===== config.mk =====
export PLATFORM = sky130hd
export DESIGN_NAME = mul_accumulator
export DESIGN_NICKNAME = d
export VERILOG_FILES = /design/src/rtl/mul_acc_pkg.sv /design/src/rtl/sat_clamp.sv /design/src/rtl/mul_accumulator.sv
export SDC_FILE = /design/constraint.sdc
export NUM_CORES = 1
export LEC_CHECK = 0
export CAP_MARGIN = 10
export CORE_ASPECT_RATIO = 1.75
export CORE_UTILIZATION = 28
export CTS_CLUSTER_SIZE = 40
export DETAILED_ROUTE_END_ITERATION = 8
export PLACE_DENSITY = 0.58
export SKIP_CTS_REPAIR_TIMING = 1
export SLEW_MARGIN = 20
export SYNTH_ARGS = -nofsm -noshare
export SYNTH_HDL_FRONTEND = slang
export SYNTH_SLANG_ARGS = --single-unit

===== constraint.sdc =====
create_clock -name clk -period 11.75 [get_ports clk]
set_input_delay 2.35 -clock clk [delete_from_list [all_inputs] [get_ports clk]]
set_output_delay 2.35 -clock clk [all_outputs]
set_load 0.05 [all_outputs]

===== src/rtl/mul_acc_pkg.sv =====
// ============================================================================
// mul_acc_pkg : shared constants and state encoding for mul_accumulator
// Rev 1.0
// ============================================================================
`default_nettype none

package mul_acc_pkg;

  localparam int ACC_W         = 64;
  localparam int GUARD_DEFAULT = 8;
  localparam int LEN_W_DEFAULT = 8;

  typedef enum logic [1:0] {
    ST_IDLE  = 2'd0,
    ST_ACCUM = 2'd1,
    ST_DONE  = 2'd2
  } state_t;

endpackage

`default_nettype wire


===== src/rtl/sat_clamp.sv =====
// ============================================================================
// sat_clamp : clamps a wide signed sum to ACC_W bits and flags saturation
// Rev 1.0
// ============================================================================
`default_nettype none

module sat_clamp
  import mul_acc_pkg::*;
#(
  parameter int GUARD = GUARD_DEFAULT
) (
  input  logic [ACC_W+GUARD-1:0] i_sum,
  output logic [ACC_W-1:0]       o_acc,
  output logic                   o_sat
);

  localparam int IN_W = ACC_W + GUARD;

  // The value fits only when every bit from the ACC_W sign bit upward agrees.
  logic [GUARD:0] w_hi;
  logic           w_pos_ovf;
  logic           w_neg_ovf;

  assign w_hi      = i_sum[IN_W-1:ACC_W-1];
  assign w_pos_ovf = ~i_sum[IN_W-1] & (|w_hi);
  assign w_neg_ovf =  i_sum[IN_W-1] & ~(&w_hi);

  always_comb begin
    o_acc = i_sum[ACC_W-1:0];
    o_sat = 1'b0;
    if (w_pos_ovf) begin
      o_acc = {1'b0, {(ACC_W-1){1'b1}}};
      o_sat = 1'b1;
    end else if (w_neg_ovf) begin
      o_acc = {1'b1, {(ACC_W-1){1'b0}}};
      o_sat = 1'b1;
    end
  end

endmodule

`default_nettype wire


===== src/rtl/mul_accumulator.sv =====
// ============================================================================
// mul_accumulator : sums a block of signed products and returns a saturated result
// Rev 1.0
// ============================================================================
`default_nettype none

module mul_accumulator
  import mul_acc_pkg::*;
#(
  parameter int LEN_W = LEN_W_DEFAULT,
  parameter int GUARD = GUARD_DEFAULT
) (
  input  logic             clk,
  input  logic             reset,
  input  logic             start,
  input  logic [LEN_W-1:0] len,
  input  logic             prod_valid,
  input  logic [63:0]      prod,
  output logic             prod_ready,
  output logic             acc_valid,
  output logic [63:0]      acc,
  output logic             acc_sat,
  input  logic             acc_ready,
  output logic             busy
);

  localparam int SUM_W = ACC_W + GUARD;

  state_t             state_q, state_d;
  logic [LEN_W-1:0]   count_q, count_d;
  logic [SUM_W-1:0]   sum_q,   sum_d;
  logic [ACC_W-1:0]   acc_q,   acc_d;
  logic               acc_sat_q, acc_sat_d;

  logic [SUM_W-1:0]   w_sum_add;
  logic [ACC_W-1:0]   w_clamp;
  logic               w_clamp_sat;

  assign w_sum_add = sum_q + {{GUARD{prod[63]}}, prod};

  // Clamp the post-add sum so the result is ready the cycle DONE is entered.
  sat_clamp #(
    .GUARD (GUARD)
  ) u_sat_clamp (
    .i_sum (w_sum_add),
    .o_acc (w_clamp),
    .o_sat (w_clamp_sat)
  );

  always_comb begin
    state_d   = state_q;
    count_d   = count_q;
    sum_d     = sum_q;
    acc_d     = acc_q;
    acc_sat_d = acc_sat_q;
    case (state_q)
      ST_IDLE: begin
        if (start) begin
          sum_d = '0;
          if (len == '0) begin
            state_d   = ST_DONE;
            acc_d     = '0;
            acc_sat_d = 1'b0;
          end else begin
            count_d = len;
            state_d = ST_ACCUM;
          end
        end
      end
      ST_ACCUM: begin
        if (prod_valid) begin
          sum_d   = w_sum_add;
          count_d = count_q - LEN_W'(1);
          if (count_q == LEN_W'(1)) begin
            state_d   = ST_DONE;
            acc_d     = w_clamp;
            acc_sat_d = w_clamp_sat;
          end
        end
      end
      ST_DONE: begin
        if (acc_ready) begin
          state_d = ST_IDLE;
        end
      end
      default: state_d = ST_IDLE;
    endcase
  end

  always_ff @(posedge clk) begin
    if (!reset) begin
      state_q   <= ST_IDLE;
      count_q   <= '0;
      sum_q     <= '0;
      acc_q     <= '0;
      acc_sat_q <= 1'b0;
    end else begin
      state_q   <= state_d;
      count_q   <= count_d;
      sum_q     <= sum_d;
      acc_q     <= acc_d;
      acc_sat_q <= acc_sat_d;
    end
  end

  assign prod_ready = (state_q == ST_ACCUM);
  assign acc_valid  = (state_q == ST_DONE);
  assign busy       = (state_q != ST_IDLE);
  assign acc        = acc_q;
  assign acc_sat    = acc_sat_q;

endmodule

`default_nettype wire


# --- Word-level counts from Yosys, hierarchy flattened ---
# Cells that the tools add are included.
word_totals:
  register_bits: 147
  inputBits: 77
  wordCells: 57
classes:
  n_addsub: 2
  eq_ne: 9
  muxes: 27
  bitwise: 4
  n_reduce_logical: 10
op_table:
  columns: ["cell", "n"]
  rows:
  - ["two-way mux 64 bit", 6]
  - ["two-way mux 72 bit", 2]
  - ["one-hot mux 72 bit (2 select lines)", 1]
  - ["one-hot mux 64 bit (2 select lines)", 1]
  - ["adder 72 bit", 1]
  - ["two-way mux 8 bit", 3]
  - ["one-hot mux 8 bit (2 select lines)", 1]
  - ["two-way mux 2 bit", 5]
  - ["AND reduction 9 bit", 1]
  - ["OR reduction 9 bit", 1]
  - ["equality test 8 x 1 -> 1 bit, second input constant", 1]
  - ["logical NOT 8 bit", 1]
  - ["inequality test 2 bit, second input constant", 4]
  - ["AND reduction 4 bit", 2]
  - ["subtractor 8 x 1 -> 8 bit, second input constant", 1]
  - ["two-way mux 1 bit", 6]
  - ["one-hot mux 2 bit (3 select lines)", 1]
  - ["AND reduction 5 bit", 1]
  - ["inequality test 2 x 1 -> 1 bit, second input constant", 2]
  - ["nonzero test 2 bit", 2]
  - ["AND reduction 3 bit", 1]
  - ["bitwise AND 1 bit", 2]
  - ["equality test 2 x 1 -> 1 bit, second input constant", 1]
  - ["equality test 2 bit, second input constant", 1]
  - ["other kinds (3)", 4]

# --- Logic depth before layout (Yosys ltp) ---
# Gate-level depths: netlist of the first run.
depth:
  depth_word: 9
  mapped_depth: 15
  mapped_depth_nobuf: 13

# --- Modules after synthesis ---
# From an unflattened synthesis of the first run, not the netlist that was laid out.
unflattened:
  hier_cells: 1405
  hier_area_um2: 11055.6
modules_own_cells:
  columns: ["module", "n_inst", "cells_per_inst", "area_per_inst_um2", "seq_area_each_um2"]
  rows:
  - ["mul_accumulator", 1, 1244, 10012.1, 2942.8]
  - ["sat_clamp", 1, 161, 1043.5, 0.0]

# --- Least setup slack after synthesis of the first run ---
# No wires, ideal clock.
synth_path:
  path_type: "in2reg"
  start: "input port prod[0]"
  end: "register acc_q[3], in the netlist acc[3]"
  setup_time_ns: 0.128
  arrival_time_ns: 5.457
  setup_slack_ns: 6.165
  stages: 15
  path_buffers: 2
  cell_sequence: "ha_1 -> fa_1 -> a21oi_1 -> o21ai_0 -> a221oi_1 -> a21oi_1 -> o211ai_1 -> a211oi_2 -> a211oi_1 -> or4b_1 -> o311a_1 -> buf_6 -> buf_6 -> a21oi_2 -> o21ai_1"
synth_via:
  elab_chain_len: 9
synth_lines:
  columns: ["element", "line_no", "source"]
  rows:
  - ["from (decl)", "mul_accumulator.sv:18", "input logic [63:0] prod,"]
  - ["adder 72 bit *", "mul_accumulator.sv:39", "assign w_sum_add = sum_q + {{GUARD{prod[63]}}, prod};"]
  - ["AND reduction 9 bit", "sat_clamp.sv:26", "assign w_neg_ovf = i_sum[IN_W-1] & ~(&w_hi);"]
  - ["NOT 1 bit", "sat_clamp.sv:26", null]
  - ["bitwise AND 1 bit", "sat_clamp.sv:26", null]
  - ["two-way mux 64 bit", "sat_clamp.sv:34", "end else if (w_neg_ovf) begin"]
  - ["two-way mux 64 bit *", "sat_clamp.sv:31", "if (w_pos_ovf) begin"]
  - ["two-way mux 64 bit *", "mul_accumulator.sv:74", "if (count_q == LEN_W'(1)) begin"]
  - ["two-way mux 64 bit *", "mul_accumulator.sv:71", "if (prod_valid) begin"]
  - ["one-hot mux 64 bit (2 select lines) *", "mul_accumulator.sv:56", "case (state_q)"]
  - ["to (signal assigned)", "mul_accumulator.sv:95", "acc_q <= '0;"]
  - ["to (signal assigned)", "mul_accumulator.sv:101", "acc_q <= acc_d;"]
  - ["to (decl)", "mul_accumulator.sv:32", "logic [ACC_W-1:0] acc_q, acc_d;"]
# Mark *: on every way between the ends. The rest lies on a longest branch, timed or not. The select of a mux whose other input is x is not followed.
# A chain may end at the register's enable or synchronous reset.

# --- Final worst setup path of the first run ---
layout_path:
  start: "input port prod[63]"
  end: "register acc_q[45], in the netlist acc[45]"
# Same word-level chain as after synthesis.

==> run metrics, run 1 <==
simple-gate share of the synthesized area 20.4%; layout cells sized above 1 8.99%; Initial Util about 29%; main combinational cell family by area after synthesis compound AO/OA/AOI/OAI gates; mux share of post-synthesis cell area less than 1%; outcome finished, final reports clean; DP Area 0.0120 mm^2; drt drc 0; vias per inst 5.35; HPWL after DPL 27200 um; chip width approximately 150 um; Leak Pwr about 4.6 nW; area grow syn2layout 22.0%; number of flops mapped to enable cells by yosys 0; Post-Synth Adder-Cell Area a little under a tenth; Startpoint Class input pin; Avg WL per Cell between 15 and 20 um; die area about 0.038 mm^2; min Tclk post-route 6820 ps; Synth Area in Compound Gates a little under a third; PwrDens 115 mW/mm^2; Final setup violation count 0; first-pass GRT wire length ~56000 um; asr flop ratio synth 0%; max-slew violations 0; Post-Place Setup Slack between 4000 and 5000 ps; CP Max Fanout 38; clock sinks between 100 and 150; sequential area share after synthesis 28.5%; GRT Total Usage 19.0%; Root Driver clkbuf_16; Non-Filler Instances roughly 1900; worst hold path type register to register; antenna-violating nets left 0; GR Overflow Total 0; Fillers 3801; WP data arrival 7190 ps; CTS Buf Count 17; period utilization roughly three fifths; Yosys reg bits roughly 150; vias in the first global route 10180; peak supply drop 81.2 uV; vias a little over 10000; die height about 260 um; CTS Buffer Depth 2; CP required 12120 ps; I/O pin count 145; Starting DRT DRC Count 556; Post-Route WL about 36000 um; FMAX 147 MHz; H-tree depth 4; skew final 7.70 ps; TritonCTS clock tree yes; Clock Latency Late Sink 450 ps; post-synth net total 1462; row count 92; Setup TNS 0 ps; worst setup margin 4930 ps; YS warnings 0; largest net degree at the start of global routing 77; CTS clock-pin slew for the worst setup and hold paths 60 ps; design area 0.0126 mm^2; actual slew at the worst max-slew pin 1060 ps; Slew HR 28.2%; Core Region ~0.036 mm^2; post-synthesis xor/xnor area fraction under 10%; library cells used by synthesis 77; unrepaired setup endpoints after global routing no; number of instances in the placed design 1851; number of max-cap violations 0; initial antenna violation count 1; diodes inserted 0; syn avg cell area 7.87 um^2; Final Hold Fails 0; Netlist Area Pre-Place 0.0103 mm^2; main flop type after synthesis dfxtp_1; Total Nets Final 1552; port bufs 144; DRT Pass-1 Iters 5; Placer Congestion 0.951; CP Class input pin to register; Worst Setup End Kind register; Cells after Synth 1311
-- worst max-delay path: stages --
cell and delay, ps:
clkdlybuf4s50_1 670, ha_1 640, and2_0 330, nand3_1 200, nor3_1 260, nand4_1 150, or2_2 290, o211a_1 280
xnor2_1 520, o311a_4 640, buf_4 620, a21oi_2 40, o21ai_1 100
-- synth_stat cells (4+ instances only) --
cell / n / area share [%]
a21oi_2: 62 / 5.3
a22oi_1: 32 / 2.3
clkbuf_1: 46 / 1.7
a31oi_1: 8 / 0.49
a221o_1: 4 / 0.39
nor3_1: 16 / 0.78
dfxtp_1: 147 / 29
o21ai_0: 70 / 3.4
o21bai_1: 16 / 1.2
buf_6: 10 / 1.1
or2_2: 6 / 0.36
xor2_1: 36 / 3.1
nand3_1: 22 / 1.1
nand2_1: 103 / 3.7
nor4_1: 10 / 0.61
ha_1: 73 / 8.9
buf_2: 14 / 0.68
and3_1: 8 / 0.49
o21ai_1: 69 / 3.3
a2bb2oi_1: 8 / 0.68
a211oi_1: 9 / 0.65
inv_1: 23 / 0.84
nor2_1: 117 / 4.3
xnor2_1: 29 / 2.5
a21o_1: 17 / 1.2
a21boi_0: 4 / 0.29
nor2b_1: 61 / 3.7
o21a_1: 11 / 0.80
or3_1: 6 / 0.36
a21oi_1: 138 / 6.7
nand2b_1: 11 / 0.67
buf_1: 8 / 0.29
and2_1: 9 / 0.55
nand4_1: 33 / 2.0
o211ai_1: 10 / 0.73
-- layout make-up --
type / instances / area [um^2] / share of cell area (%)
clock buffers: 20 / 437 / 3.47
clock inverters: 10 / 111 / 0.885
inverters: 24 / 90.1 / 0.716
multi-input cells: 1059 / 6910 / 54.9
flip-flops and latches: 147 / 2940 / 23.4
well taps: 470 / 588 / 4.67
repair buffers: 152 / 1510 / 12.0
-- metrics by stage --
step           total power [mW]  util, %  hold slack (ps)
2_1_floorplan             0.796        -              433
3_3_place_gp              0.916     33.2              456
3_5_place_dp              0.917     33.2              468
4_1_cts                    1.45     34.7              483
5_1_grt                    1.51     34.8              507
6_report                   1.44     34.8              482
-- worst paths after layout --
check | to | depth (start not counted) | slack, ps | startpoint
min | acc[1] | 2 | 480 | acc[1]
max | acc[45] | 13 | 4930 | prod[63]
max reg2reg | acc[45] | 14 | 7040 | sum_q[0]
min reg2reg | acc[1] | 2 | 480 | acc[1]
-- power by group --
part	total (mW)	internal, mW	switching, mW
Clock	0.531	0.308	0.222
Sequential	0.537	0.521	0.0162
Combinational	0.373	0.135	0.237
Total	1.44	0.965	0.476
-- placed cells by master, fill, tap and decap left out, types with 7 or more instances in the layout --
| cell | count |
|---|---|
| a21o_1 | 17 |
| and2_1 | 9 |
| clkdlybuf4s50_1 | 143 |
| dfxtp_1 | 147 |
| a31oi_1 | 8 |
| a21oi_1 | 138 |
| nor2b_1 | 60 |
| o21ai_0 | 70 |
| o211ai_1 | 10 |
| a211oi_1 | 9 |
| ha_1 | 73 |
| buf_4 | 7 |
| nand2_1 | 103 |
| o21bai_1 | 16 |
| a21oi_2 | 62 |
| inv_1 | 23 |
| and3_1 | 8 |
| nand4_1 | 33 |
| a22oi_1 | 32 |
| a2bb2oi_1 | 8 |
| nand2b_1 | 10 |
| nand3_1 | 22 |
| xnor2_1 | 29 |
| o21a_1 | 11 |
| nor3_1 | 16 |
| clkbuf_16 | 17 |
| o21ai_1 | 69 |
| nor2_1 | 117 |
| nor4_1 | 10 |
| xor2_1 | 36 |
-- kinds of logic (layout without fill, tap and decap cells) --
logic type / Yosys count / in the layout
multiplexers: 3 / 3
AND/OR/NAND/NOR: 420 / 420
XOR/XNOR: 65 / 65
adder cells (fa/ha/maj): 74 / 74
buffers and inverters: 105 / 206
flip-flops: 147 / 147
AO/OA/AOI/OAI: 497 / 497
-- routing by layer --
layer  wire length, um  vias up  global-route usage (%)  share of wire [%]
met5                11        -                       0              0.031
met4              1840        2                    10.8                5.2
met3              1320       99                    3.07                3.7
met2             19200      288                    36.4                 54
met1             13300     4743                    19.0                 37
li1                  -     4941                       -                  -
-- state kept, by name, summed over array words and instances (netlist names) --
signal   flops
acc_sat      1
state_q      2
acc         64
count_q      8
sum_q       72
(Power assumes the default switching activity.)
==> inputs of run 2 (changes only) <==
==> constraint.sdc (replaced) <==
create_clock -name clk -period 6.64 [get_ports clk]
set_input_delay 1.328 -clock clk [delete_from_list [all_inputs] [get_ports clk]]
set_output_delay 1.328 -clock clk [all_outputs]
set_load 0.05 [all_outputs]
==> run 2 against run 1 <==
Net effect: sequential share of layout area is 0.13 points lower; setup slack got worse by 3800 ps; wire length decreased by 2.0%; die area unchanged; via count shrank 1.1%; critical endpoint is now acc[17]; first-iteration DRC count grew 12%; count of clock-buffer cells in the layout unchanged; non-clock buffer count is 3 higher.
==> run metrics, run 2 (synthesis gave the netlist of run 1 again) <==
row count 92; Total Nets Final 1555; Clock Latency Late Sink approximately 460 ps; min Tclk post-route roughly 5500 ps; worst setup margin 1160 ps; initial antenna violation count 0; Clk pwr share 38.3%; Post-Route WL ~35000 um; design area 0.0127 mm^2; Worst R2R Setup Slack ~2200 ps; Slew HR 35.5%; Final Hold Fails 0; Setup TNS 0 ps; CTS clock-pin slew for the worst setup and hold paths 60 ps; skew final 11.3 ps; WP data arrival around 5800 ps; Max Used Layer met4; clock sinks 147; worst hold slack approximately 480 ps; largest net degree at the start of global routing 76; die area about 0.038 mm^2; CTS Buf Count 17; PwrDens between 200 and 250 mW/mm^2; layout cells sized above 1 9.32%; Worst path top cell family by delay compound AO/OA/AOI/OAI gates; port bufs 144; actual slew at the worst max-slew pin 955 ps; switch share 32.7%; Starting DRT DRC Count ~620; max reg flops 72; Worst path slowest cell a221oi_1; drt drc 0; Root Driver clkbuf_16; peak supply drop 138 uV; vias in the first global route 10064; Final setup violation count 0; Worst Setup End Kind register; most frequent cells in the layout dfxtp_1 (147), clkdlybuf4s50_1 (143), a21oi_1 (138); CP Max Fanout 38; DRT Pass-1 Iters 5; vias per inst ~5.3; crit-path cells clkdlybuf4s50_1, ha_1, fa_1, a21oi_1, o21ai_0, a221oi_1, a21oi_1, o211ai_1, a211oi_2, a211oi_1, or4b_1, o311a_4, buf_12, a21oi_2, o21ai_1; max-slew violations 0; unrepaired setup endpoints after global routing no; Placer Congestion slightly below 1; diodes inserted 0; Comb power frac roughly 25%; CTS Buffer Depth 2; I/O pin count 145; Core Region 0.0361 mm^2; H-tree depth 4; GR Overflow Total 0; chip width approximately 150 um; area grow syn2layout 22.7%; largest register by flop count sum_q; Routed met1 length 13200 um; period utilization 82.5%; power share of the sequential group 36.5%; CP Class input pin to register; Initial Util 28.5%; FMAX between 150 and 200 MHz; met3 wire length approximately 1200 um; vias 9967; outcome finished, final reports clean; Leak Pwr 4.68 nW; Cell Int Power between 1.5 and 2 mW; Switch Pwr 0.851 mW; first-pass GRT wire length 54700 um; HPWL after DPL 27000 um; CP required ~7000 ps; Avg WL per Cell 18.5 um; Post-Place Setup Slack slightly below 700 ps; slowest stage delay, CP around 570 ps; number of max-cap violations 0; DP Area 0.0121 mm^2; CP dominant cell by count a21oi_1; TritonCTS clock tree yes; Startpoint Class input pin; die height 256 um; Buf/Inv on CP 2; worst hold path type register to register; most common cell after layout, fill and taps aside dfxtp_1; routed wl met2 19200 um; GRT Total Usage 18.6%; antenna-violating nets left 0
==> run 2: cell count changes in the layout (fill, tap and decap cells not counted) <==
cell       delta
bufinv_16     +1
buf_4         +2
nand2b_2      +1
buf_12        +1
nand2b_4      -1
inv_6         +2
clkinv_2      -1
==> run 2: area by class of cell <==
class | instances | area (um^2)
Fill cell | 3838 | 23500
Multi-Input combinational cell | 1059 | 6900
Inverter | 24 | 90.1
Tap cell | 470 | 588
Clock buffer | 20 | 437
Timing Repair Buffer | 155 | 1540
Sequential cell | 147 | 2940
Clock inverter | 12 | 154
==> run 2: stage by stage <==
stage / util, % / power, mW / instances
final: 35.0 / 2.60 / 1887
after global routing: 35.0 / 2.72 / 1887
after CTS: 35.0 / 2.63 / 1887
after detailed placement: 33.4 / 1.62 / 1855
after global placement: 33.3 / 1.62 / 1854
after floorplan: - / 1.41 / 1311
==> run 2: worst reg2reg max path: cells and delay by family, from the launching register on <==
family,cells,cell delay (ps)
DFF,1,310
adders and majority gates,2,610
and+or+nand+nor,1,480
AOI/OAI and AO/OA,10,2630
buffers and inverters,1,290
==> run 2: worst paths after layout <==
kind	endpoint	startpoint	cells past startpoint
setup / recovery	acc[17]	prod[0]	15
hold / removal	acc[30]	acc[30]	2
setup reg to reg	acc[17]	sum_q[0]	14
hold reg to reg	acc[30]	acc[30]	2
==> run 2: layer usage <==
layer | GRT usage, % | up-vias
li1 | - | 4949
met1 | 18.9 | 4709
met2 | 35.9 | 240
met3 | 2.98 | 69
met4 | 9.02 | 0
met5 | 0 | -
==> run 2: power groups by stage <==
| stage | combinational (mW) | clock (mW) | sequential, mW |
|---|---|---|---|
| 5_1_grt | 0.713 | 1.05 | 0.955 |
| 6_report | 0.655 | 0.997 | 0.951 |
| 3_5_place_dp | 0.653 | 0 | 0.970 |
| 2_1_floorplan | 0.402 | 0 | 1.01 |
| 3_3_place_gp | 0.647 | 0 | 0.970 |
| 4_1_cts | 0.657 | 1.02 | 0.951 |
==> inputs of run 3 (changes only) <==
--- a/config.mk
+++ b/config.mk
@@ -10,7 +10,7 @@
 export CORE_UTILIZATION = 28
 export CTS_CLUSTER_SIZE = 40
 export DETAILED_ROUTE_END_ITERATION = 8
-export PLACE_DENSITY = 0.58
+export PLACE_DENSITY = 0.59
 export SKIP_CTS_REPAIR_TIMING = 1
 export SLEW_MARGIN = 20
 export SYNTH_ARGS = -nofsm -noshare
==> constraint.sdc (replaced) <==
create_clock -name clk -period 4.8 [get_ports clk]
set_input_delay 0.96 -clock clk [delete_from_list [all_inputs] [get_ports clk]]
set_output_delay 0.96 -clock clk [all_outputs]
set_load 0.05 [all_outputs]
==> run 3 against run 2 <==
Net effect: final cell count up 9.7%; utilization up 3.9 points; total power up 45%; register-to-register slack worse by 1300 ps; first-iteration DRC count down 6.4%; setup slack worse by 920 ps; sequential cell count unchanged; die area unchanged; highest routed layer unchanged.
==> run metrics, run 3 (synthesis gave the netlist of run 1 again) <==
layout cells sized above 1 between 10% and 20%; die height between 200 and 300 um; area grow syn2layout 36.5%; Leak Pwr 5.58 nW; Avg WL per Cell approximately 18 um; Reg area 0.00294 mm^2; port bufs 144; largest register by flop count sum_q; Pwr Total 3.78 mW; Worst R2R Setup Slack approximately 900 ps; Placer Congestion slightly above 0.9; CTS Buffer Depth 2; Final setup violation count 0; GRT Total Usage 19.5%; number of max-cap violations 0; Fillers 3803; Clock Latency Late Sink 460 ps; TritonCTS clock tree yes; WP data arrival 4940 ps; vias 10563; vias per inst 5.10; cells on worst reg2reg path 17; Slew HR 36.8%; CP Max Fanout 17; H-tree depth 4; antenna-violating nets left 0; period utilization 94.8%; Initial Util 28.5%; most common cell after layout, fill and taps aside buf_4; CTS Buf Count 17; Startpoint Class input pin; worst hold path type register to register; actual slew at the worst max-slew pin 944 ps; GR Overflow Total 0; area of the multi-input gates 0.00691 mm^2; outcome finished, final reports clean; diodes inserted 0; FMAX 220 MHz; crit path from prod[0]; max reg flops 72; initial antenna violation count 0; max-slew violations 0; CP required slightly above 5000 ps; peak supply drop 194 uV; PwrDens roughly 270 mW/mm^2; vias in the first global route 10971; Root Driver clkbuf_16; HPWL after DPL 28700 um; largest net degree at the start of global routing 74; DRT Pass-1 Iters 7; utilization after layout 39.0%; RR Startpoint sum_q[0]; Starting DRT DRC Count 584; Worst Setup End Kind register; die area 0.0376 mm^2; Core Region ~0.036 mm^2; Final Hold Fails 0; first-pass GRT wire length 57700 um; chip width 147 um; skew final 13.1 ps; Worst path slowest cell clkdlybuf4s50_1; worst hold slack about 480 ps; crit-path cells clkdlybuf4s50_1, ha_1, fa_1, a21oi_2, buf_4, o211ai_1, nand2_1, a21o_1, a2111oi_2, buf_4, buf_4, nor2_1, o21ai_0, xor2_1, a41oi_2, nand2b_2, buf_4, o21ai_1; row count 92; slowest stage delay, CP around 430 ps; Post-Route WL 36300 um; I/O pin count approximately 150; CP Class input pin to register; number of instances in the placed design between 2000 and 2500; Total Nets Final 1738; CP dominant cell by count buf_4; Setup TNS 0 ps; Non-Filler Instances 2070; clock sinks between 100 and 150; most frequent cells in the layout buf_4 (190), dfxtp_1 (147), clkdlybuf4s50_1 (143); end of the critical path acc[31]; FF-to-FF End acc[31]; CTS clock-pin slew for the worst setup and hold paths roughly 70 ps; min Tclk post-route 4550 ps; drt drc 0
run 3: per-layer routing:
metal  share of wire, %  vias to the layer above  GRT usage [%]
met4                4.6                        0           10.4
met1                 39                     4991           19.7
li1                   -                     5319              -
met5                  0                        -              0
met2                 55                      180           37.9
met3                2.2                       73           2.57
run 3: worst min-delay path by stage:
stage,from,to,slack [ps],depth (start not counted)
floorplan,state_q[1],state_q[0],430,1
global placement,acc[62],acc[62],470,2
detailed placement,acc[20],acc[20],470,2
CTS,acc[20],acc[20],490,2
global route,acc[20],acc[20],510,2
finish,acc[20],acc[20],480,2
run 3: cell type report:
class | count | area share (%)
Clock buffer | 19 | 3.07
Inverter | 24 | 0.640
Timing Repair Buffer | 338 | 20.9
Multi-Input combinational cell | 1059 | 49.1
Tap cell | 470 | 4.18
Sequential cell | 147 | 20.9
Clock inverter | 13 | 1.23
run 3: worst max-delay path, delay by kind of cell:
| kind | cells | cell delay (ps) |
|---|---|---|
| and+or+nand+nor | 3 | 690 |
| adders and majority gates | 2 | 660 |
| xor gates and xnor gates | 1 | 340 |
| AOI/OAI and AO/OA | 7 | 1150 |
| buffers and inverters | 5 | 1110 |
run 3: where the power goes:
part | switching (mW) | internal, mW | total (mW)
Combinational | 0.606 | 0.449 | 1.05
Sequential | 0.0399 | 1.28 | 1.32
Clock | 0.588 | 0.826 | 1.41
run 3: metrics by stage:
step | instance area, um^2 | setup slack (ps)
finish | 14100 | 248
global route | 14100 | -17.5
CTS | 14100 | 193
detailed placement | 13500 | -261
global placement | 13500 | -239
floorplan | 10300 | 605
